==> config.mk <==
export PLATFORM = sky130hd
export DESIGN_NAME = id_ex_register
export DESIGN_NICKNAME = d
export VERILOG_FILES = /design/src/rtl/id_ex_register.sv
export SDC_FILE = /design/constraint.sdc
export NUM_CORES = 1
export LEC_CHECK = 0
export BUFFER_PORTS_ARGS = -buffer_cell sky130_fd_sc_hd__buf_2
export CAP_MARGIN = 20
export CORE_MARGIN = 2
export CORE_UTILIZATION = 43
export CTS_CLUSTER_SIZE = 40
export DETAILED_ROUTE_END_ITERATION = 10
export GPL_ROUTABILITY_DRIVEN = 0
export PLACE_DENSITY_LB_ADDON = 0.12
export SYNTH_ARGS = -nofsm -noshare
export SYNTH_HDL_FRONTEND = slang
export SYNTH_SLANG_ARGS = --single-unit
export TNS_END_PERCENT = 1
==> constraint.sdc <==
create_clock -name i_clk -period 2 [get_ports i_clk]
set_clock_uncertainty 0.2 [all_clocks]
set_input_delay 0.1 -clock i_clk [delete_from_list [all_inputs] [get_ports i_clk]]
set_output_delay 0.1 -clock i_clk [all_outputs]
set_load 0.005 [all_outputs]
==> src/rtl/id_ex_register.sv <==
// ID/EX pipeline register with load-use hazard detection.
// Captures decode control and datapath fields for the execute stage,
// inserts a bubble on a load-use hazard or a MEM-stage flush, and keeps
// a saturating count of bubbles for the debug unit.
module id_ex_register #(
    parameter int NB_DATA       = 32,
    parameter int NB_REG        = 5,
    parameter int NB_CTRL_EX    = 6,
    parameter int NB_CTRL_M     = 9,
    parameter int NB_CTRL_WB    = 2,
    parameter int NB_BUBBLE_CNT = 16
) (
    input  logic                     i_clk,
    input  logic                     i_rst,
    input  logic                     i_enable,
    input  logic                     i_flush,
    input  logic [NB_CTRL_WB-1:0]    i_ctrl_wb_bus,
    input  logic [NB_CTRL_M-1:0]     i_ctrl_mem_bus,
    input  logic [NB_CTRL_EX-1:0]    i_ctrl_exc_bus,
    input  logic [NB_DATA-1:0]       i_pc_plus4,
    input  logic [NB_DATA-1:0]       i_read_data_1,
    input  logic [NB_DATA-1:0]       i_read_data_2,
    input  logic [NB_DATA-1:0]       i_sign_ext,
    input  logic [NB_REG-1:0]        i_rs,
    input  logic [NB_REG-1:0]        i_rt,
    input  logic [NB_REG-1:0]        i_rd,
    input  logic [NB_REG-1:0]        i_shamt,
    output logic [NB_CTRL_WB-1:0]    o_ctrl_wb_bus,
    output logic [NB_CTRL_M-1:0]     o_ctrl_mem_bus,
    output logic [NB_CTRL_EX-1:0]    o_ctrl_exc_bus,
    output logic [NB_DATA-1:0]       o_pc_plus4,
    output logic [NB_DATA-1:0]       o_read_data_1,
    output logic [NB_DATA-1:0]       o_read_data_2,
    output logic [NB_DATA-1:0]       o_sign_ext,
    output logic [NB_REG-1:0]        o_rs,
    output logic [NB_REG-1:0]        o_rt,
    output logic [NB_REG-1:0]        o_rd,
    output logic [NB_REG-1:0]        o_shamt,
    output logic                     o_stall,
    output logic [NB_BUBBLE_CNT-1:0] o_bubble_count
);

    logic [NB_CTRL_WB-1:0]    ctrl_wb_p1;
    logic [NB_CTRL_M-1:0]     ctrl_mem_p1;
    logic [NB_CTRL_EX-1:0]    ctrl_exc_p1;
    logic [NB_DATA-1:0]       pc_plus4_p1;
    logic [NB_DATA-1:0]       read_data_1_p1;
    logic [NB_DATA-1:0]       read_data_2_p1;
    logic [NB_DATA-1:0]       sign_ext_p1;
    logic [NB_REG-1:0]        rs_p1;
    logic [NB_REG-1:0]        rt_p1;
    logic [NB_REG-1:0]        rd_p1;
    logic [NB_REG-1:0]        shamt_p1;
    logic [NB_BUBBLE_CNT-1:0] bubble_cnt;
    logic                     hazard;
    logic                     bubble;

    // Increment that sticks at all-ones instead of wrapping.
    function automatic logic [NB_BUBBLE_CNT-1:0] sat_inc(input logic [NB_BUBBLE_CNT-1:0] val);
        if (&val) begin
            sat_inc = val;
        end else begin
            sat_inc = val + 1'b1;
        end
    endfunction

    // Load in EX (MemtoReg and MemRead both set; MemtoReg excludes BEQ)
    // whose target is read by the instruction in ID. A flush overrides it.
    always_comb begin
        hazard = 1'b0;
        bubble = 1'b0;
        if (ctrl_wb_p1[0] && ctrl_mem_p1[1] && (rt_p1 != '0) &&
            ((rt_p1 == i_rs) || (rt_p1 == i_rt))) begin
            hazard = !i_flush;
        end
        bubble = i_flush || hazard;
    end

    // ---- ID -> EX stage boundary ----
    // Flush clears everything, a stall zeroes only the control buses,
    // otherwise every decode field is captured.
    always_ff @(posedge i_clk or negedge i_rst) begin
        if (!i_rst) begin
            ctrl_wb_p1     <= '0;
            ctrl_mem_p1    <= '0;
            ctrl_exc_p1    <= '0;
            pc_plus4_p1    <= '0;
            read_data_1_p1 <= '0;
            read_data_2_p1 <= '0;
            sign_ext_p1    <= '0;
            rs_p1          <= '0;
            rt_p1          <= '0;
            rd_p1          <= '0;
            shamt_p1       <= '0;
            bubble_cnt     <= '0;
        end else if (i_enable) begin
            if (i_flush) begin
                ctrl_wb_p1     <= '0;
                ctrl_mem_p1    <= '0;
                ctrl_exc_p1    <= '0;
                pc_plus4_p1    <= '0;
                read_data_1_p1 <= '0;
                read_data_2_p1 <= '0;
                sign_ext_p1    <= '0;
                rs_p1          <= '0;
                rt_p1          <= '0;
                rd_p1          <= '0;
                shamt_p1       <= '0;
            end else begin
                ctrl_wb_p1     <= hazard ? '0 : i_ctrl_wb_bus;
                ctrl_mem_p1    <= hazard ? '0 : i_ctrl_mem_bus;
                ctrl_exc_p1    <= hazard ? '0 : i_ctrl_exc_bus;
                pc_plus4_p1    <= i_pc_plus4;
                read_data_1_p1 <= i_read_data_1;
                read_data_2_p1 <= i_read_data_2;
                sign_ext_p1    <= i_sign_ext;
                rs_p1          <= i_rs;
                rt_p1          <= i_rt;
                rd_p1          <= i_rd;
                shamt_p1       <= i_shamt;
            end
            if (bubble) begin
                bubble_cnt <= sat_inc(bubble_cnt);
            end
        end
    end

    assign o_ctrl_wb_bus  = ctrl_wb_p1;
    assign o_ctrl_mem_bus = ctrl_mem_p1;
    assign o_ctrl_exc_bus = ctrl_exc_p1;
    assign o_pc_plus4     = pc_plus4_p1;
    assign o_read_data_1  = read_data_1_p1;
    assign o_read_data_2  = read_data_2_p1;
    assign o_sign_ext     = sign_ext_p1;
    assign o_rs           = rs_p1;
    assign o_rt           = rt_p1;
    assign o_rd           = rd_p1;
    assign o_shamt        = shamt_p1;
    assign o_stall        = hazard;
    assign o_bubble_count = bubble_cnt;

endmodule

==> impl_metrics.toml, run 1 <==
[outcome]
status = "finished, violations left"
violations = "negative hold slack, negative setup slack"

[yosys]
netlist_instances = 750
ys_ff_latch = 181
syn_area_um2 = 7800
synth.distinct_cells = 30
ys_async_sr_fraction = 1.00
synth_nets = 920
syn_avg_cell_area_um2 = 10.4
yosysSeqAreaShare = 0.581
yosys_warnings = 0
synth_edf_count = 0
synth_ff_type = "dfrtp_1"

[pwr]
switching_share = 0.261
p_int_mw = 6.80
power_density_nw_per_um2 = 748
vdd_drop_max_v = 0.000596
combinationalPowerShare = 0.178
p_leak_nw = 6.16
power.switching_mw = 2.40
clkPwrFrac = 0.369
p_seq_frac = 0.453

[critical_path]
cp_max_fo = 4
reg2reg_depth = 9
start_kind = "register"
required_ns = 1.70
path_class = "reg -> out"
cp-end-kind = "output pin"
r2r_setup_slack_ns = 0.02
worstReg2RegEnd = "o_ctrl_exc_bus[5]$_DFFE_PN0P_"
crit_arrival_ns = 1.70
reg2reg_from = "o_rt[1]$_DFFE_PN0P_"

[global_route]
grt_overflow = 0
antenna_found_initial = 0
grt_pass1_wl_um = 37900
grt.total_usage = 0.242
grt_pass1_vias = 7390
grt_start_max_net_pins = 140

[place]
portBuffers = 350
pre_cts_ws_ns = -0.00361
post-place-cells = 1299
place_hpwl_um = 15100

[detailed_routing]
viasPerCell = 4.78
vias = 7199
routed_wl_um = 23100
drtIter0Drc = 394
wl_per_cell_um = 15.3
first_pass_iters = 4
route.detailed.drc = 0
ant_nets = 0

[floorplanning]
rows = 49
core_um2 = 17900
dieArea_um2 = 19200
die_h_um = 139
die_w_um = 139
initial_core_util = 0.436
io_pins = 351

[run]
max_cap_violations = 0

[timing]
setup_viol = 1
max_slew_margin = 0.456
rsz0062_at_grt = "true"
worst_pin_slew_ns = 0.816
finalHoldViolCount = 1
tns_ns = -0.00237
fin_crit_sh = 1.00
min_period_ns = 2.00
layout_setup_ws_ns = -0.00237
max_freq_mhz = 499
whs_ns = -0.00121
drv_slew = 0

[finish]
syn_to_final_growth_pct = 57.6
final_cell_mix = "buf_2 (347), dfrtp_1 (176), dlygate4sd3_1 (167)"
fin_nets = 1434
postLayoutCoreUtil = 0.687
drive_above_1_share = 0.344
diodes = 0
mostFrequentLayoutCell = "buf_2"
final_cell_count_no_fill = 1506

[clock_tree]
cts_tree = "built"
worstSkewPairLatency_ns = 0.43
cts_max_level = 4
cts_root_buf = "clkbuf_16"
clk_path_buf_depth = 2
cts_buffers = 17
cts.sinks = 181
clk_pin_slew_worst_paths_ns = 0.07

[hold_path]
hold_path_class = "in -> async"
## layout make-up
class,instances,area (um^2)
inverters,144,541
clock inverters,12,143
repair buffers,547,3740
flip-flops and latches,181,4540
clock buffers,20,457
multi-input cells,373,2590
fillers,1381,5610
well taps,229,287
## power groups by stage
stage | Clock (mW) | Sequential [mW] | Combinational, mW
finish | 3.39 | 4.16 | 1.64
global placement | 0 | 4.21 | 1.30
floorplan | 0 | 4.26 | 0.484
detailed placement | 0 | 4.21 | 1.31
global route | 3.66 | 4.20 | 1.81
CTS | 3.49 | 4.15 | 1.61
## per-layer routing
layer  vias to the layer above  part of all wire  GRT usage  wire length, um
li1                       3497                 -          -                -
met1                      3413              0.41      0.299             9470
met5                         -                 0          0                0
met3                        50             0.064     0.0632             1470
met2                       239              0.49      0.407            11400
met4                         0             0.034     0.0989              796
## synthesized netlist by cell type (4+ instances only)
cell type / number / area share
o21ai_0: 142 / 0.091
dfrtp_1: 181 / 0.58
buf_1: 5 / 0.0024
nand4_1: 6 / 0.0048
nand3b_1: 142 / 0.14
inv_1: 143 / 0.069
buf_2: 8 / 0.0051
xnor2_1: 24 / 0.027
a22o_1: 23 / 0.026
clkbuf_1: 37 / 0.018
nand3_1: 4 / 0.0026
and3_1: 4 / 0.0032
nand3_2: 5 / 0.0064
nand2_1: 7 / 0.0034
## worst max-delay path by stage
stage | slack, ns | start | endpoint | cells after the start
after CTS | -0.03 | o_rt[1]$_DFFE_PN0P_ | o_stall | 7
after global routing | -0.11 | o_rt[1]$_DFFE_PN0P_ | o_stall | 7
after floorplan | 0.02 | o_bubble_count[0]$_DFFE_PN0P_ | o_bubble_count[12]$_DFFE_PN0P_ | 8
final | -0.002 | o_rt[1]$_DFFE_PN0P_ | o_stall | 7
after detailed placement | -0.004 | o_bubble_count[0]$_DFFE_PN0P_ | o_bubble_count[1]$_DFFE_PN0P_ | 6
after global placement | 0.01 | o_bubble_count[0]$_DFFE_PN0P_ | o_bubble_count[1]$_DFFE_PN0P_ | 6
## what timing repair did
| action | in CTS | in global routing |
|---|---|---|
| pin swaps | 4 | 15 |
| resized for setup | 9 | 10 |
| setup buffers | 7 | 1 |
| endpoints found under the hold margin | 346 | 0 |
| hold buffers | 167 | 0 |
| setup endpoints to repair | 2 | 13 |
## critical path, stage by stage (launching register included)
cell and delay (ns):
dfrtp_2 0.47, xnor2_2 0.15, nand2_1 0.08, o22ai_2 0.20, buf_4 0.14, nand2_2 0.04, nor2_2 0.06, buf_2 0.13
## kinds of logic (layout without fill, tap and decap cells)
logic type	Yosys count	count (layout)	synth area share
AOI/OAI and AO/OA	170	170	0.126
and+or+nand+nor	176	176	0.165
xor gates and xnor gates	25	25	0.0281
buffers and inverters	196	723	0.0975
muxes	1	1	0.00144
adders and majority gates	1	1	0.00160
DFF	181	181	0.580
## stage by stage
step	hold slack, ns	area (um^2)	power, mW
after floorplan	-0.396	7800	4.74
after global placement	-0.0902	9880	5.50
after detailed placement	-0.0854	9880	5.53
after CTS	0.00812	12200	9.25
after global routing	0.0293	12300	9.67
final	-0.00121	12300	9.19
## sequential cells by signal, summed over array words and instances (netlist names), 6 cells and up
register,count
o_read_data_2,32
o_bubble_count,16
o_read_data_1,32
o_sign_ext,32
o_pc_plus4,32
o_ctrl_exc_bus,6
o_ctrl_mem_bus,9
No activity file was read; power rests on OpenSTA's default activity.
==> run 2: changes to the inputs <==
Settings changed: SETUP_SLACK_MARGIN set to 0.15.
==> run 2 against run 1 <==
  * The run ends with negative setup slack left
  * Die area unchanged
  * Register-to-register slack barely moved
  * Via count is 0.26% higher
  * Final area is 0.16% higher
  * Count of clock-buffer cells in the layout is 4 higher
  * Critical path depth did not move
  * Routed wire length is essentially flat
  * Sequential share of layout area fell by 0.070 points
  * Critical endpoint unchanged
  * Highest routed layer unchanged
==> impl_metrics.toml, run 2 (synthesis results as in run 1) <==
[timing]
rsz0062_at_grt = "true"
min_period_ns = 2.02
drv_slew = 0
whs_ns = 0.0154
fin_crit_sh = 1.01
max_slew_margin = 0.483
max_freq_mhz = 494
layout_setup_ws_ns = -0.0232
worst_pin_slew_ns = 0.776
setup_viol = 1
tns_ns = -0.0232
finalHoldViolCount = 0

[floorplanning]
die_w_um = 139
io_pins = 351
die_h_um = 139
dieArea_um2 = 19200
core_um2 = 17900
initial_core_util = 0.436
rows = 49

[clock_tree]
clk_pin_slew_worst_paths_ns = 0.07
cts_root_buf = "clkbuf_16"
cts.sinks = 181
clk_path_buf_depth = 2
cts_max_level = 4
worstSkewPairLatency_ns = 0.42
cts_tree = "built"
cts_buffers = 17

[critical_path]
cp-end-kind = "output pin"
path_cells = "xnor2_1 > nand3_1 > o22ai_2 > buf_4 > nand2_1 > nor2_1 > buf_2"
slowest_stage = "dfrtp_2"
required_ns = 1.70
cp_max_fo = 4
r2r_setup_slack_ns = 0.01
slowest_delay_ns = 0.45
crit_arrival_ns = 1.72
path_class = "reg -> out"
start_kind = "register"
reg2reg_depth = 9

[place]
place_hpwl_um = 14600
post-place-cells = 1297
portBuffers = 350

[detailed_routing]
vias = 7218
drtIter0Drc = 308
routed_wl_um = 23100
first_pass_iters = 4
ant_nets = 0
viasPerCell = 4.78
wl_per_cell_um = 15.3
route.detailed.drc = 0

[finish]
drive_above_1_share = 0.334
syn_to_final_growth_pct = 57.8
final_cell_count_no_fill = 1511
fin_nets = 1439
final_cell_mix = "buf_2 (348), dfrtp_1 (177), dlygate4sd3_1 (175)"
mostFrequentLayoutCell = "buf_2"

[global_route]
antenna_found_initial = 1
grt_overflow = 0
grt_pass1_vias = 7331
grt_start_max_net_pins = 126
grt.total_usage = 0.243
grt_pass1_wl_um = 37900

[run]
max_cap_violations = 0

[hold_path]
whs_path_depth = 3
hold_path_class = "in -> reg"

[pwr]
vdd_drop_max_v = 0.000569
p_leak_nw = 6.16
power_density_nw_per_um2 = 730

[outcome]
status = "finished, violations left"
violations = "negative setup slack"
## run 2: changes by cell type in the layout (fill, tap and decap cells not counted), moves of 2 or more
cell,change
dlygate4sd3_1,+8
buf_4,-6
inv_6,-4
clkbuf_1,+3
xnor2_1,+2
xnor2_2,-2
## run 2: power by group
group | total [mW] | leakage [nW] | internal, mW | switching (mW)
Clock | 3.20 | 0.270 | 1.81 | 1.38
Combinational | 1.64 | 3.54 | 0.896 | 0.747
Sequential | 4.15 | 2.36 | 3.97 | 0.182
Total | 8.99 | 6.16 | 6.68 | 2.31
## run 2: layer usage
layer / global-route usage / wire length (um) / vias to the layer above
li1: - / - / 3505
met1: 0.303 / 9410 / 3396
met2: 0.394 / 11100 / 256
met3: 0.0694 / 1650 / 61
met4: 0.112 / 932 / 0
met5: 0 / 0 / -
## run 2: path summary, 6_finish.rpt
check | endpoint | start
min reg2reg | o_bubble_count[15]$_DFFE_PN0P_ | o_bubble_count[15]$_DFFE_PN0P_
max in group asynchronous | o_rt[3]$_DFFE_PN0P_ | i_rst
max | o_stall | o_rt[4]$_DFFE_PN0P_
min in group asynchronous | o_read_data_2[16]$_DFFE_PN0P_ | i_rst
max reg2reg | o_ctrl_exc_bus[1]$_DFFE_PN0P_ | o_rt[2]$_DFFE_PN0P_
min | o_sign_ext[5]$_DFFE_PN0P_ | i_enable
## run 2: what timing repair did
action / in CTS / in global routing
gates resized for setup: 5 / 9
setup endpoints to repair: 27 / 34
hold endpoints to repair: 346 / 0
pin swaps: 6 / 26
hold buffers: 175 / 0
buffers inserted: 6 / 1
## run 2: final cells by class
| type | instances | area, um^2 |
|---|---|---|
| diodes | 1 | 2.50 |
| clock buffers | 24 | 482 |
| clock inverters | 7 | 73.8 |
| fillers | 1384 | 5590 |
| inverters | 144 | 541 |
| multi-input cells | 373 | 2580 |
| flip-flops and latches | 181 | 4530 |
| well taps | 229 | 287 |
| repair buffers | 552 | 3810 |
## run 2: worst max-delay path, delay by kind of cell (launching register included)
family / cells / cell delay, ns
XOR/XNOR: 1 / 0.19
AO/OA/AOI/OAI: 1 / 0.17
flip-flops: 1 / 0.45
AND/OR/NAND/NOR: 3 / 0.23
buffers and inverters: 2 / 0.27
## run 2: per-stage QoR
stage / total power, mW / setup slack (ns) / cell area [um^2] / utilization
floorplan: 4.75 / 0.132 / 7820 / -
global placement: 5.51 / 0.0585 / 9890 / 0.552
detailed placement: 5.52 / 0.0401 / 9890 / 0.552
CTS: 9.03 / 0.00728 / 12300 / 0.684
global route: 9.44 / -0.124 / 12300 / 0.688
finish: 8.99 / -0.0232 / 12300 / 0.688
==> run 3: changes to the inputs <==
Settings changed: TNS_END_PERCENT 1 to 100.
==> run 3 against run 2 <==
  * The flow now finishes without violations
  * Sequential share of layout area shrank 0.65 points
  * Count of clock-buffer cells in the layout is 1 lower
  * Critical path type is now reg -> reg
  * Non-clock buffer count up 19
  * Final area is 1.8% higher
  * Combinational power rose by 2%
  * Clock power grew 4%
==> impl_metrics.toml, run 3 (synthesis results as in run 1) <==
[critical_path]
reg2reg_from = "o_rt[2]$_DFFE_PN0P_"
crit_arrival_ns = 2.15
r2r_setup_slack_ns = 0.002
cp_max_fo = 8
path_class = "reg -> reg"
startpoint = "o_rt[2]$_DFFE_PN0P_"
cp-end-kind = "register"
worstReg2RegEnd = "o_ctrl_exc_bus[3]$_DFFE_PN0P_"
start_kind = "register"
reg2reg_depth = 9
critPathCapture = "o_ctrl_exc_bus[3]$_DFFE_PN0P_"
required_ns = 2.16

[timing]
max_freq_mhz = 501
drv_slew = 0
max_slew_margin = 0.585
finalHoldViolCount = 0
worst_pin_slew_ns = 0.620
whs_ns = 0.0271
rsz0062_at_grt = "true"
tns_ns = 0
fin_crit_sh = 0.999
min_period_ns = 2.00
setup_viol = 0

[detailed_routing]
drtIter0Drc = 317
vias = 7360
wl_per_cell_um = 16.0
routed_wl_um = 24500
route.detailed.drc = 0
ant_nets = 0
viasPerCell = 4.81
first_pass_iters = 5

[global_route]
grt.total_usage = 0.252
use_met2 = 0.432
busiest_layer = "met2"
antenna_found_initial = 2
grt_overflow = 0
grt_pass1_vias = 7562
gr-usage-met1 = 0.303
grt_start_max_net_pins = 155
grt_pass1_wl_um = 39200
grtUsageMet3 = 0.0653

[floorplanning]
die_w_um = 139
core_um2 = 17900
dieArea_um2 = 19200
io_pins = 351
rows = 49
initial_core_util = 0.436
die_h_um = 139

[place]
place_hpwl_um = 14800
post-place-cells = 1297
portBuffers = 350

[run]
max_cap_violations = 0

[outcome]
status = "complete, no violations"

[finish]
fin_nets = 1458
syn_to_final_growth_pct = 60.7
mostFrequentLayoutCell = "buf_2"
drive_above_1_share = 0.337
fill_cells = 1342
final_cell_count_no_fill = 1531
final_cell_mix = "buf_2 (347), dlygate4sd3_1 (187), dfrtp_1 (177)"

[clock_tree]
cts.sinks = 181
worstSkewPairLatency_ns = 0.43
cts_max_level = 4
cts_buffers = 17
clk_pin_slew_worst_paths_ns = 0.07
cts_root_buf = "clkbuf_16"
cts_tree = "built"
clk_path_buf_depth = 2

[hold_path]
hold_path_class = "in -> async"

[pwr]
p_leak_nw = 6.22
power_density_nw_per_um2 = 731
vdd_drop_max_v = 0.000649
run 3: cell count changes in the layout (fill, tap and decap cells not counted), sizes merged:
cell / previous run / this run
buf: 377 / 382
clkbuf: 24 / 25
dlygate4sd3: 175 / 187
inv: 143 / 145
run 3: what timing repair did:
| item | in CTS | in global routing |
|---|---|---|
| endpoints found under the hold margin | 346 | 0 |
| hold buffers | 188 | 0 |
| setup endpoints to repair | 34 | 34 |
| pin swaps | 8 | 2 |
| setup buffers | 8 | 3 |
| gates cloned | 0 | 2 |
| resized for setup | 9 | 5 |
run 3: through the flow:
stage	instance area, um^2	power [mW]	setup slack, ns	utilization
3_3_place_gp	9860	5.50	0.0422	0.551
2_1_floorplan	7820	4.75	0.133	-
3_5_place_dp	9860	5.53	-0.00898	0.551
6_report	12500	9.16	0.00213	0.700
5_1_grt	12500	9.60	-0.150	0.700
4_1_cts	12400	9.20	-0.0115	0.694
run 3: routing by layer:
layer  share of wire  wire length, um
met5         0.00053               13
met4           0.040              980
met3           0.065             1590
met2            0.50            12100
met1            0.40             9790
run 3: how the worst min path moves through the flow:
stage              from                             to  slack (ns)  depth (start not counted)
2_1_floorplan     i_rst  o_bubble_count[0]$_DFFE_PN0P_       -0.40                          0
3_3_place_gp      i_rst  o_read_data_1[24]$_DFFE_PN0P_       -0.21                          1
3_5_place_dp      i_rst      o_pc_plus4[4]$_DFFE_PN0P_       -0.21                          1
4_1_cts        i_enable  o_ctrl_mem_bus[1]$_DFFE_PN0P_        0.01                          3
5_1_grt           i_rst  o_read_data_1[24]$_DFFE_PN0P_        0.03                          3
6_report          i_rst     o_sign_ext[30]$_DFFE_PN0P_        0.03                          3
run 3: layout make-up:
type                            instances  area [um^2]  area share
Antenna cell                            1         2.50    0.000200
Sequential cell                       181         4530       0.362
Clock buffer                           23          498      0.0397
Clock inverter                          9         91.3     0.00729
Inverter                              144          541      0.0431
Tap cell                              229          287      0.0229
Multi-Input combinational cell        373         2570       0.205
Timing Repair Buffer                  571         4020       0.320
run 3: power by group:
group	switching, mW	total (mW)	internal (mW)
logic	0.765	1.68	0.915
registers	0.186	4.16	3.97
clock network	1.43	3.33	1.90
total	2.38	9.16	6.78
run 3: worst max-delay path, stage by stage (launching register included):
cell       delay [ns]
dfrtp_2          0.46
xnor2_2          0.14
nand3_1          0.10
o22ai_2          0.09
buf_4            0.14
buf_4            0.13
a211oi_4         0.25
buf_6            0.15
clkbuf_16        0.14
a22o_1           0.12
